### src/rtl/uart_cmd_slave_pkg.sv
// Shared constants for the UART command slave: frame format, command-byte fields, FSM encoding.
package uart_cmd_slave_pkg;

  localparam int unsigned DataBits   = 8;
  localparam bit          ParityOdd  = 1'b1;
  localparam int unsigned CmdRwBit   = 7;
  localparam int unsigned CmdAddrMsb = 6;
  localparam int unsigned CmdAddrLsb = 0;
  localparam int unsigned AddrW      = CmdAddrMsb - CmdAddrLsb + 1;

  typedef enum logic [3:0] {
    StIdle,
    StWaitData,
    StRdReq,
    StRdCap,
    StTurn,
    StTxStart,
    StTxData,
    StTxPar,
    StTxStop
  } state_e;

  // Parity bit that makes the total count of ones (data + parity) match the frame parity.
  function automatic logic parity_bit(input logic [DataBits-1:0] d);
    return ParityOdd ? ~(^d) : (^d);
  endfunction

endpackage

### src/rtl/uart_cmd_slave_byte_rx.sv
// UART byte receiver: 2-FF synchronizer, falling-edge start detect, mid-bit sampling.
module uart_byte_rx
  import uart_cmd_slave_pkg::*;
#(
  parameter int unsigned BR = 434
) (
  input  logic                clk_i,
  input  logic                rst_i,
  input  logic                en_i,
  input  logic                rx_i,
  output logic [DataBits-1:0] byte_o,
  output logic                byte_valid_o,
  output logic                parity_err_o,
  output logic                frame_err_o,
  output logic                active_o
);

  localparam int unsigned CntW = (BR > 1) ? $clog2(BR) : 1;
  localparam logic [CntW-1:0] CntMid  = CntW'(BR / 2);
  localparam logic [CntW-1:0] CntLast = CntW'(BR - 1);
  localparam logic [3:0] BitLastData = 4'(DataBits);
  localparam logic [3:0] BitPar      = 4'(DataBits + 1);

  logic [1:0]          sync_q;
  logic                prev_q;
  logic                active_q, active_d;
  logic [CntW-1:0]     cnt_q, cnt_d;
  logic [3:0]          bit_q, bit_d;
  logic [DataBits-1:0] shift_q, shift_d;
  logic                par_q, par_d;
  logic [DataBits-1:0] byte_q, byte_d;
  logic                valid_q, valid_d;
  logic                perr_q, perr_d;
  logic                ferr_q, ferr_d;
  logic                rx_s, fall;

  assign rx_s = sync_q[1];
  assign fall = prev_q & ~rx_s;

  always_comb begin
    active_d = active_q;
    cnt_d    = cnt_q;
    bit_d    = bit_q;
    shift_d  = shift_q;
    par_d    = par_q;
    byte_d   = byte_q;
    valid_d  = 1'b0;
    perr_d   = 1'b0;
    ferr_d   = 1'b0;
    if (!en_i) begin
      active_d = 1'b0;
      cnt_d    = '0;
      bit_d    = '0;
    end else if (!active_q) begin
      if (fall) begin
        active_d = 1'b1;
        cnt_d    = '0;
        bit_d    = '0;
      end
    end else begin
      cnt_d = (cnt_q == CntLast) ? '0 : cnt_q + CntW'(1);
      if (cnt_q == CntLast) bit_d = bit_q + 4'd1;
      if (cnt_q == CntMid) begin
        if (bit_q == 4'd0) begin
          // Start bit high at mid-bit: treat as a glitch and go back to idle.
          if (rx_s) begin
            active_d = 1'b0;
            cnt_d    = '0;
          end
        end else if (bit_q <= BitLastData) begin
          shift_d = {rx_s, shift_q[DataBits-1:1]};
        end else if (bit_q == BitPar) begin
          par_d = rx_s;
        end else begin
          // Mid-stop: finish now so the next start edge is caught during the stop tail.
          active_d = 1'b0;
          cnt_d    = '0;
          bit_d    = '0;
          byte_d   = shift_q;
          perr_d   = (parity_bit(shift_q) != par_q);
          ferr_d   = ~rx_s;
          valid_d  = ~perr_d & ~ferr_d;
        end
      end
    end
  end

  always_ff @(posedge clk_i) begin
    if (rst_i) begin
      sync_q   <= 2'b11;
      prev_q   <= 1'b1;
      active_q <= 1'b0;
      cnt_q    <= '0;
      bit_q    <= '0;
      shift_q  <= '0;
      par_q    <= 1'b0;
      byte_q   <= '0;
      valid_q  <= 1'b0;
      perr_q   <= 1'b0;
      ferr_q   <= 1'b0;
    end else begin
      sync_q   <= {sync_q[0], rx_i};
      prev_q   <= rx_s;
      active_q <= active_d;
      cnt_q    <= cnt_d;
      bit_q    <= bit_d;
      shift_q  <= shift_d;
      par_q    <= par_d;
      byte_q   <= byte_d;
      valid_q  <= valid_d;
      perr_q   <= perr_d;
      ferr_q   <= ferr_d;
    end
  end

  assign byte_o       = byte_q;
  assign byte_valid_o = valid_q;
  assign parity_err_o = perr_q;
  assign frame_err_o  = ferr_q;
  assign active_o     = active_q;

endmodule

### src/rtl/uart_cmd_slave.sv
// UART command slave: decodes {rw, addr} commands into register-bank strobes and replies to reads.
module uart_cmd_slave
  import uart_cmd_slave_pkg::*;
#(
  parameter int unsigned BR           = 434,
  parameter int unsigned TURN_DLY     = 100,
  parameter int unsigned TIMEOUT_BITS = 20
) (
  input  logic                clk_i,
  input  logic                rst_i,
  input  logic                rx_i,
  output logic                tx_o,
  output logic                reg_wr_en_o,
  output logic                reg_rd_en_o,
  output logic [AddrW-1:0]    reg_addr_o,
  output logic [DataBits-1:0] reg_wdata_o,
  input  logic [DataBits-1:0] reg_rdata_i,
  output logic                err_parity_o,
  output logic                err_frame_o,
  output logic                busy_o
);

  localparam int unsigned BaudW      = (BR > 1) ? $clog2(BR) : 1;
  localparam int unsigned TimeoutCyc = TIMEOUT_BITS * BR;
  localparam int unsigned WaitMax    = (TimeoutCyc > TURN_DLY) ? TimeoutCyc : TURN_DLY;
  localparam int unsigned WaitW      = $clog2(WaitMax + 1);
  localparam logic [BaudW-1:0] BaudLast    = BaudW'(BR - 1);
  localparam logic [WaitW-1:0] TimeoutLast = WaitW'(TimeoutCyc - 1);
  localparam logic [WaitW-1:0] TurnLast    = WaitW'(TURN_DLY - 1);
  localparam logic [3:0]       BitLast     = 4'(DataBits - 1);

  state_e              state_q, state_d;
  logic [BaudW-1:0]    baud_cnt_q;
  logic [3:0]          bit_cnt_q;
  logic [WaitW-1:0]    wait_cnt_q;
  logic [AddrW-1:0]    addr_q;
  logic [DataBits-1:0] wdata_q;
  logic [DataBits-1:0] rdata_q;
  logic                wr_en_q;

  logic                rx_en;
  logic [DataBits-1:0] rx_byte;
  logic                rx_valid, rx_perr, rx_ferr, rx_active;
  logic                baud_last, tx_phase, timeout;

  uart_byte_rx #(
    .BR (BR)
  ) u_rx (
    .clk_i        (clk_i),
    .rst_i        (rst_i),
    .en_i         (rx_en),
    .rx_i         (rx_i),
    .byte_o       (rx_byte),
    .byte_valid_o (rx_valid),
    .parity_err_o (rx_perr),
    .frame_err_o  (rx_ferr),
    .active_o     (rx_active)
  );

  assign baud_last = (baud_cnt_q == BaudLast);
  assign tx_phase  = (state_q == StTxStart) || (state_q == StTxData) ||
                     (state_q == StTxPar) || (state_q == StTxStop);
  assign timeout   = (state_q == StWaitData) && !rx_active && (wait_cnt_q == TimeoutLast);

  always_ff @(posedge clk_i) begin
    if (rst_i) state_q <= StIdle;
    else       state_q <= state_d;
  end

  always_comb begin
    state_d = state_q;
    unique case (state_q)
      StIdle:     if (rx_valid) state_d = rx_byte[CmdRwBit] ? StWaitData : StRdReq;
      StWaitData: if (rx_valid || rx_perr || rx_ferr || timeout) state_d = StIdle;
      StRdReq:    state_d = StRdCap;
      StRdCap:    state_d = StTurn;
      StTurn:     if (wait_cnt_q == TurnLast) state_d = StTxStart;
      StTxStart:  if (baud_last) state_d = StTxData;
      StTxData:   if (baud_last && bit_cnt_q == BitLast) state_d = StTxPar;
      StTxPar:    if (baud_last) state_d = StTxStop;
      StTxStop:   if (baud_last) state_d = StIdle;
      default:    state_d = StIdle;
    endcase
  end

  always_comb begin
    tx_o        = 1'b1;
    reg_rd_en_o = 1'b0;
    busy_o      = (state_q != StIdle);
    rx_en       = (state_q == StIdle) || (state_q == StWaitData);
    unique case (state_q)
      StRdReq:   reg_rd_en_o = 1'b1;
      StTxStart: tx_o = 1'b0;
      StTxData:  tx_o = rdata_q[bit_cnt_q[2:0]];
      StTxPar:   tx_o = parity_bit(rdata_q);
      default:   ;
    endcase
  end

  always_ff @(posedge clk_i) begin
    if (rst_i) begin
      baud_cnt_q <= '0;
      bit_cnt_q  <= '0;
      wait_cnt_q <= '0;
      addr_q     <= '0;
      wdata_q    <= '0;
      rdata_q    <= '0;
      wr_en_q    <= 1'b0;
    end else begin
      wr_en_q <= 1'b0;
      if (tx_phase) baud_cnt_q <= baud_last ? '0 : baud_cnt_q + BaudW'(1);
      else          baud_cnt_q <= '0;
      if (state_q != StTxData)  bit_cnt_q <= '0;
      else if (baud_last)       bit_cnt_q <= bit_cnt_q + 4'd1;
      // The data-byte timeout only advances while no byte is being received.
      if ((state_q == StWaitData && !rx_active) || state_q == StTurn) begin
        wait_cnt_q <= wait_cnt_q + WaitW'(1);
      end else if (state_q != StWaitData) begin
        wait_cnt_q <= '0;
      end
      if (state_q == StIdle && rx_valid) addr_q <= rx_byte[CmdAddrMsb:CmdAddrLsb];
      if (state_q == StWaitData && rx_valid) begin
        wdata_q <= rx_byte;
        wr_en_q <= 1'b1;
      end
      if (state_q == StRdCap) rdata_q <= reg_rdata_i;
    end
  end

  assign reg_wr_en_o  = wr_en_q;
  assign reg_addr_o   = addr_q;
  assign reg_wdata_o  = wdata_q;
  assign err_parity_o = rx_perr;
  assign err_frame_o  = rx_ferr;

endmodule

### config.mk
export PLATFORM = sky130hd
export DESIGN_NAME = uart_cmd_slave
export DESIGN_NICKNAME = d
export VERILOG_FILES = /design/src/rtl/uart_cmd_slave_pkg.sv /design/src/rtl/uart_cmd_slave_byte_rx.sv /design/src/rtl/uart_cmd_slave.sv
export SDC_FILE = /design/constraint.sdc
export NUM_CORES = 1
export LEC_CHECK = 0
export ABC_AREA = 1
export CELL_PAD_IN_SITES_DETAIL_PLACEMENT = 0
export CELL_PAD_IN_SITES_GLOBAL_PLACEMENT = 2
export CORE_MARGIN = 10
export CORE_UTILIZATION = 30
export DETAILED_ROUTE_END_ITERATION = 8
export DONT_BUFFER_PORTS = 1
export PLACE_DENSITY = 0.75
export SLEW_MARGIN = 20
export SYNTH_ARGS = -nofsm -noshare
export SYNTH_HDL_FRONTEND = slang
export SYNTH_HIERARCHICAL = 1
export SYNTH_SLANG_ARGS = --single-unit
### constraint.sdc
create_clock -name clk_i -period 1.9 [get_ports clk_i]
set_clock_uncertainty 0.1 [all_clocks]
set_input_delay 0.38 -clock clk_i [delete_from_list [all_inputs] [get_ports clk_i]]
set_output_delay 0.38 -clock clk_i [all_outputs]
set_load 0.02 [all_outputs]
==> metrics.cfg, run 1 <==
[yosys]
synth.most_common_cell = nand2_1
synth_area_leaders = dfxtp_1, nand2_1, nor2_1
avgSynthCellArea_sq_um = 6.94
synth_edf_count = 0
synth_ff_type = dfxtp_1
synth_fp_nets = 695
synth_cell_types = 42
synth_seq_area_share = 0.393
synthesis.area_sq_um = 4680
async_flop_share = 0
synth_commonest_cells = nand2_1, nor2_1, dfxtp_1
yosys.area.top_type = dfxtp_1
netlist_instances = 675
synth_top_area_share = 0.393
yosys_register_bits = 92
synth_warnings = 6

[cts]
clkTransAtPathRegs_ns = 0.07
clkLatencyLatePin_ns = 0.35
cts-root-buf = clkbuf_16
cts_tree = yes
h-tree-depth = 3
clockBufferDepth = 2
numCtsBuffers = 9
cts.sink_count = 92

[setup_path]
critPathKind = reg -> out
required_ns = 1.42
crit_fanout = 3
crit_arrival_ns = 1.42
cp-end-kind = primary output
crit_path_start_kind = register

[timing]
rsz0062_at_grt = yes
worst_slack_ns = -0.00105
drv_slew = 0
holdWs_ns = 0.0320
worstMarginPinSlew_ns = 0.802
maxSlewHeadroom = 0.464
hold_viol_final = 0
finalSetupViolCount = 1
fin_crit_sh = 1.00
fmax_mhz = 526
fin_crit_ns = 1.90

[pwr]
static-leakage-power_nw = 2.07
ir_drop_mv = 0.382
power_density_nw_per_um2 = 690

[detailed_routing]
via_per_inst = 4.55
drt-pass1-iter-count = 4
num_vias = 4139
wl_per_cell_um = 12.8
drc = 0
ant_nets = 0
initialDrtViolationCount = 219
wl_mm = 11.6

[grt]
grt_usage = 0.111
grt_pass1_wl_mm = 19.4
antenna_found_initial = 0
grt_max_degree = 22
grt_overflow_total = 0
grt_pass1_vias = 3933

[placement]
port_buffers = 0
post-dp-hpwl_mm = 8.77
gp_congestion = 0.832
placed_cell_area_sq_um = 5010

[final_layout]
area_growth_pct = 15.8
final_area_sq_um = 5420
layout-drive-gt1-share = 0.150
nNetsFinal = 713
n_antenna_cell = 0

[die]
die_h_um = 145
dieArea_sq_um = 21000
start_util = 0.307
die_w_um = 145
rows = 45
core_sq_um = 15300
io-pin-count = 32

[flow_run]
cap_viol_max_count = 0

[outcome]
status = complete, but fails checks
violations = setup timing

[worst_hold_path]
hold_path_class = in -> reg

[worst max-delay path, stage by stage (launching register included)]
cell     delay, ns
dfxtp_2       0.34
xnor2_2       0.19
xnor2_2       0.11
or2_4         0.27
nand3_4       0.06
nand3_4       0.10
[path summary, 6_finish.rpt]
check	start	endpoint	slack [ns]	depth (start not counted)
setup / recovery	rdata_q[0]$_SDFFE_PP0N_	tx_o	-0.001	5
hold / removal	rx_i	u_rx/sync_q[0]$_SDFF_PP1_	0.03	1
setup reg to reg	u_rx/cnt_q[0]$_SDFFE_PP0P_	u_rx/shift_q[7]$_SDFFE_PP0P_	0.16	9
hold reg to reg	u_rx/sync_q[0]$_SDFF_PP1_	u_rx/sync_q[1]$_SDFF_PP1_	0.32	1
[layer usage]
layer	vias up	global-route usage	wire (um)
li1	2224	-	-
met1	1878	0.134	5450
met2	27	0.188	5790
met3	10	0.0245	292
met4	0	0.0373	99
met5	-	0	0
[state kept, by name, summed over array words and instances, names as in the netlist, 2 cells and up]
register / cells
rdata_q: 8
reg_wdata_o: 8
reg_addr_o: 7
u_rx/bit_q: 4
u_rx/cnt_q: 9
u_rx/sync_q: 2
state_q: 4
u_rx/byte_o: 8
wait_cnt_q: 14
bit_cnt_q: 4
baud_cnt_q: 9
u_rx/shift_q: 8
[through the flow]
stage | setup TNS (ns) | power [mW] | instances | utilization | worst slack, ns
finish | -0.00105 | 3.74 | 909 | 0.355 | -0.00105
global route | -0.105 | 3.89 | 909 | 0.355 | -0.0629
CTS | -0.0118 | 3.80 | 908 | 0.352 | -0.0118
detailed placement | 0 | 2.06 | 891 | 0.328 | 0.0614
global placement | 0 | 2.06 | 891 | 0.328 | 0.144
floorplan | 0 | 2.03 | 675 | - | 0.242
[power breakdown]
part / internal [mW] / switching [mW]
clock: 0.902 / 0.819
sequential: 1.93 / 0.00566
combinational: 0.0266 / 0.0592
total: 2.86 / 0.884
[kinds of logic after synthesis]
family / count (synthesis) / share of synthesized area
XOR/XNOR: 12 / 0.0224
AO/OA/AOI/OAI: 97 / 0.120
AND/OR/NAND/NOR: 378 / 0.363
adder cells (fa/ha/maj): 9 / 0.0240
buffers and inverters: 87 / 0.0777
flip-flops: 92 / 0.393
[cells in the final DEF, fill, tap and decap left out, types with 2 or more instances in the layout]
master	count
and2_1	2
dfxtp_1	79
nor3_4	3
clkinv_1	2
o211a_1	4
ha_1	8
nor2_4	3
a31oi_1	3
nand3b_1	3
nand2_1	162
nor2_1	106
inv_1	62
nand3_2	4
nand3_4	4
nor3b_1	4
a211oi_2	2
nor2_2	11
xnor2_1	4
nand3_1	36
nand4_1	17
nor3_1	9
xnor2_2	4
or2_2	4
o21ai_1	9
nand2_2	8
inv_2	8
a21oi_1	41
o22ai_1	2
buf_4	18
o21ai_0	26
clkinv_2	2
clkbuf_16	9
dfxtp_2	12
clkinvlp_4	2
o221ai_1	2
xor2_1	4
[layout make-up]
cell class / count / area [sq um]
fillers: 1618 / 9830
multi-input cells: 496 / 2570
flip-flops and latches: 92 / 1860
inverters: 74 / 282
well taps: 211 / 264
clock buffers: 10 / 229
repair buffers: 20 / 165
clock inverters: 6 / 48.8
[what timing repair did]
action                     4_1_cts  5_1_grt
setup endpoints to repair        2       20
hold endpoints to repair        21        0
pin swaps                        7        7
setup buffers                    0        1
hold buffers                     1        0
gates resized for setup         23       24
(Power assumes the default switching activity.)
==> run 2: changes to the inputs <==
--- a/config.mk
+++ b/config.mk
@@ -13,7 +13,8 @@
 export DETAILED_ROUTE_END_ITERATION = 8
 export DONT_BUFFER_PORTS = 1
 export PLACE_DENSITY = 0.75
-export SLEW_MARGIN = 20
+export SETUP_SLACK_MARGIN = 0.02
+export SLEW_MARGIN = 10
 export SYNTH_ARGS = -nofsm -noshare
 export SYNTH_HDL_FRONTEND = slang
 export SYNTH_HIERARCHICAL = 1
==> run 2 against run 1 <==
Against the previous run:
- the run still ends with setup timing left
- first-iteration DRC count rose by 0.46%
- sequential power barely moved
- hold slack barely moved
- register-to-register slack barely moved
- sequential share of layout area barely moved
- via count barely moved
- worst setup slack barely moved
- power barely moved
- non-clock buffer count did not move
- largest cell class unchanged
==> metrics.cfg, run 2 (synthesis results as in run 1) <==
[flow_run]
cap_viol_max_count = 0

[timing]
hold_viol_final = 0
fin_crit_sh = 1.00
fmax_mhz = 526
finalSetupViolCount = 1
worst_slack_ns = -0.000804
fin_crit_ns = 1.90
rsz0062_at_grt = yes
worstMarginPinSlew_ns = 0.802
fin_setup_tns_ns = -0.000804
maxSlewHeadroom = 0.464
drv_slew = 0

[pwr]
power_density_nw_per_um2 = 690
p_seq_frac = 0.517
p_int_mw = 2.86
combPwrFrac = 0.023
switching_share = 0.236
static-leakage-power_nw = 2.07
power_frac_clock = 0.460
power_switching_mw = 0.884
ir_drop_mv = 0.381

[detailed_routing]
ant_nets = 0
wl_per_cell_um = 12.8
num_vias = 4142
drt-pass1-iter-count = 4
drc = 0
via_per_inst = 4.56
wl_mm = 11.6
initialDrtViolationCount = 220

[cts]
clkLatencyLatePin_ns = 0.35
numCtsBuffers = 9
cts_tree = yes
h-tree-depth = 3
clkTransAtPathRegs_ns = 0.07
cts.sink_count = 92
cts-root-buf = clkbuf_16
clockBufferDepth = 2

[final_layout]
stdcell_count = 909
fin_util = 0.356
layout_common_cells = nand2_1, nor2_1, dfxtp_1, inv_1, a21oi_1
largest_register_ffs = 14
nNetsFinal = 713
n_antenna_cell = 0
top_register = wait_cnt_q
reg_top3 = wait_cnt_q (14), baud_cnt_q (9), u_rx/cnt_q (9)
area_growth_pct = 15.9
final_common_cell = nand2_1
layout-drive-gt1-share = 0.153

[die]
core_sq_um = 15300
die_w_um = 145
dieArea_sq_um = 21000
io-pin-count = 32
die_h_um = 145
rows = 45
start_util = 0.307

[placement]
gp_congestion = 0.832
port_buffers = 0
dp.cells = 891
post-dp-hpwl_mm = 8.77

[setup_path]
crit_path_start_kind = register
crit_arrival_ns = 1.42
cp-end-kind = primary output
path_cells = xnor2_2, xnor2_2, or2_4, nand3_4, nand3_4
crit_fanout = 3
critPathKind = reg -> out
startpoint = rdata_q[0]$_SDFFE_PP0N_
cpPeakStageDelay_ns = 0.34
required_ns = 1.42
r2r-start = u_rx/cnt_q[0]$_SDFFE_PP0P_
critical-path-slowest-cell = dfxtp_2

[grt]
grt_overflow_total = 0
grt_max_degree = 22
grt_pass1_vias = 3933
grt_pass1_wl_mm = 19.4
antenna_found_initial = 0
grt_usage = 0.111

[worst_hold_path]
holdCritStartpoint = rx_i
hold_path_class = in -> reg

[outcome]
violations = setup timing
status = complete, but fails checks

-- run 2: final cells by class --
| class | count | area, sq um |
|---|---|---|
| multi-input combinational | 496 | 2580 |
| inverter | 74 | 282 |
| sequential | 92 | 1860 |
| clock inverter | 6 | 48.8 |
| fill | 1619 | 9830 |
| tap | 211 | 264 |
| clock buffer | 10 | 229 |
| timing repair buffer | 20 | 165 |
-- run 2: worst max-delay path: cells and delay by family, from the launching register on --
kind | cells | cell delay [ns]
flops | 1 | 0.34
simple gates | 3 | 0.43
xor+xnor | 2 | 0.30
-- run 2: path summary, 6_finish.rpt --
check	to	slack (ns)	depth (start not counted)
hold / removal	u_rx/sync_q[0]$_SDFF_PP1_	0.03	1
setup reg to reg	u_rx/shift_q[7]$_SDFFE_PP0P_	0.16	9
setup / recovery	tx_o	-0.0008	5
hold reg to reg	u_rx/sync_q[1]$_SDFF_PP1_	0.32	1
-- run 2: power groups by stage --
stage,logic [mW],registers (mW),clock network [mW]
final,0.0859,1.94,1.72
after global routing,0.0965,1.94,1.86
after CTS,0.0849,1.94,1.78
after detailed placement,0.0760,1.98,0
after global placement,0.0767,1.98,0
after floorplan,0.0544,1.98,0
-- run 2: what timing repair did --
action                     in CTS  in global routing
buffers inserted                0                  1
setup endpoints to repair       3                 26
hold endpoints to repair       21                  0
pin swaps                       7                  7
hold buffers                    1                  0
gates resized for setup        23                 26
-- run 2: per-layer routing --
metal  up-vias  GRT usage  part of all wire
met1      1881      0.134              0.47
li1       2224          -                 -
met5         -          0                 0
met3        10     0.0245             0.025
met4         0     0.0373            0.0085
met2        27      0.188              0.50
-- run 2: through the flow --
step | worst slack, ns | area [sq um] | hold slack (ns) | power, mW
5_1_grt | -0.0629 | 5430 | 0.0211 | 3.89
4_1_cts | -0.0118 | 5370 | 0.0191 | 3.80
3_3_place_gp | 0.144 | 5010 | 0.296 | 2.06
3_5_place_dp | 0.0614 | 5010 | 0.300 | 2.06
2_1_floorplan | 0.242 | 4680 | 0.289 | 2.03
6_report | -0.000804 | 5430 | 0.0321 | 3.74
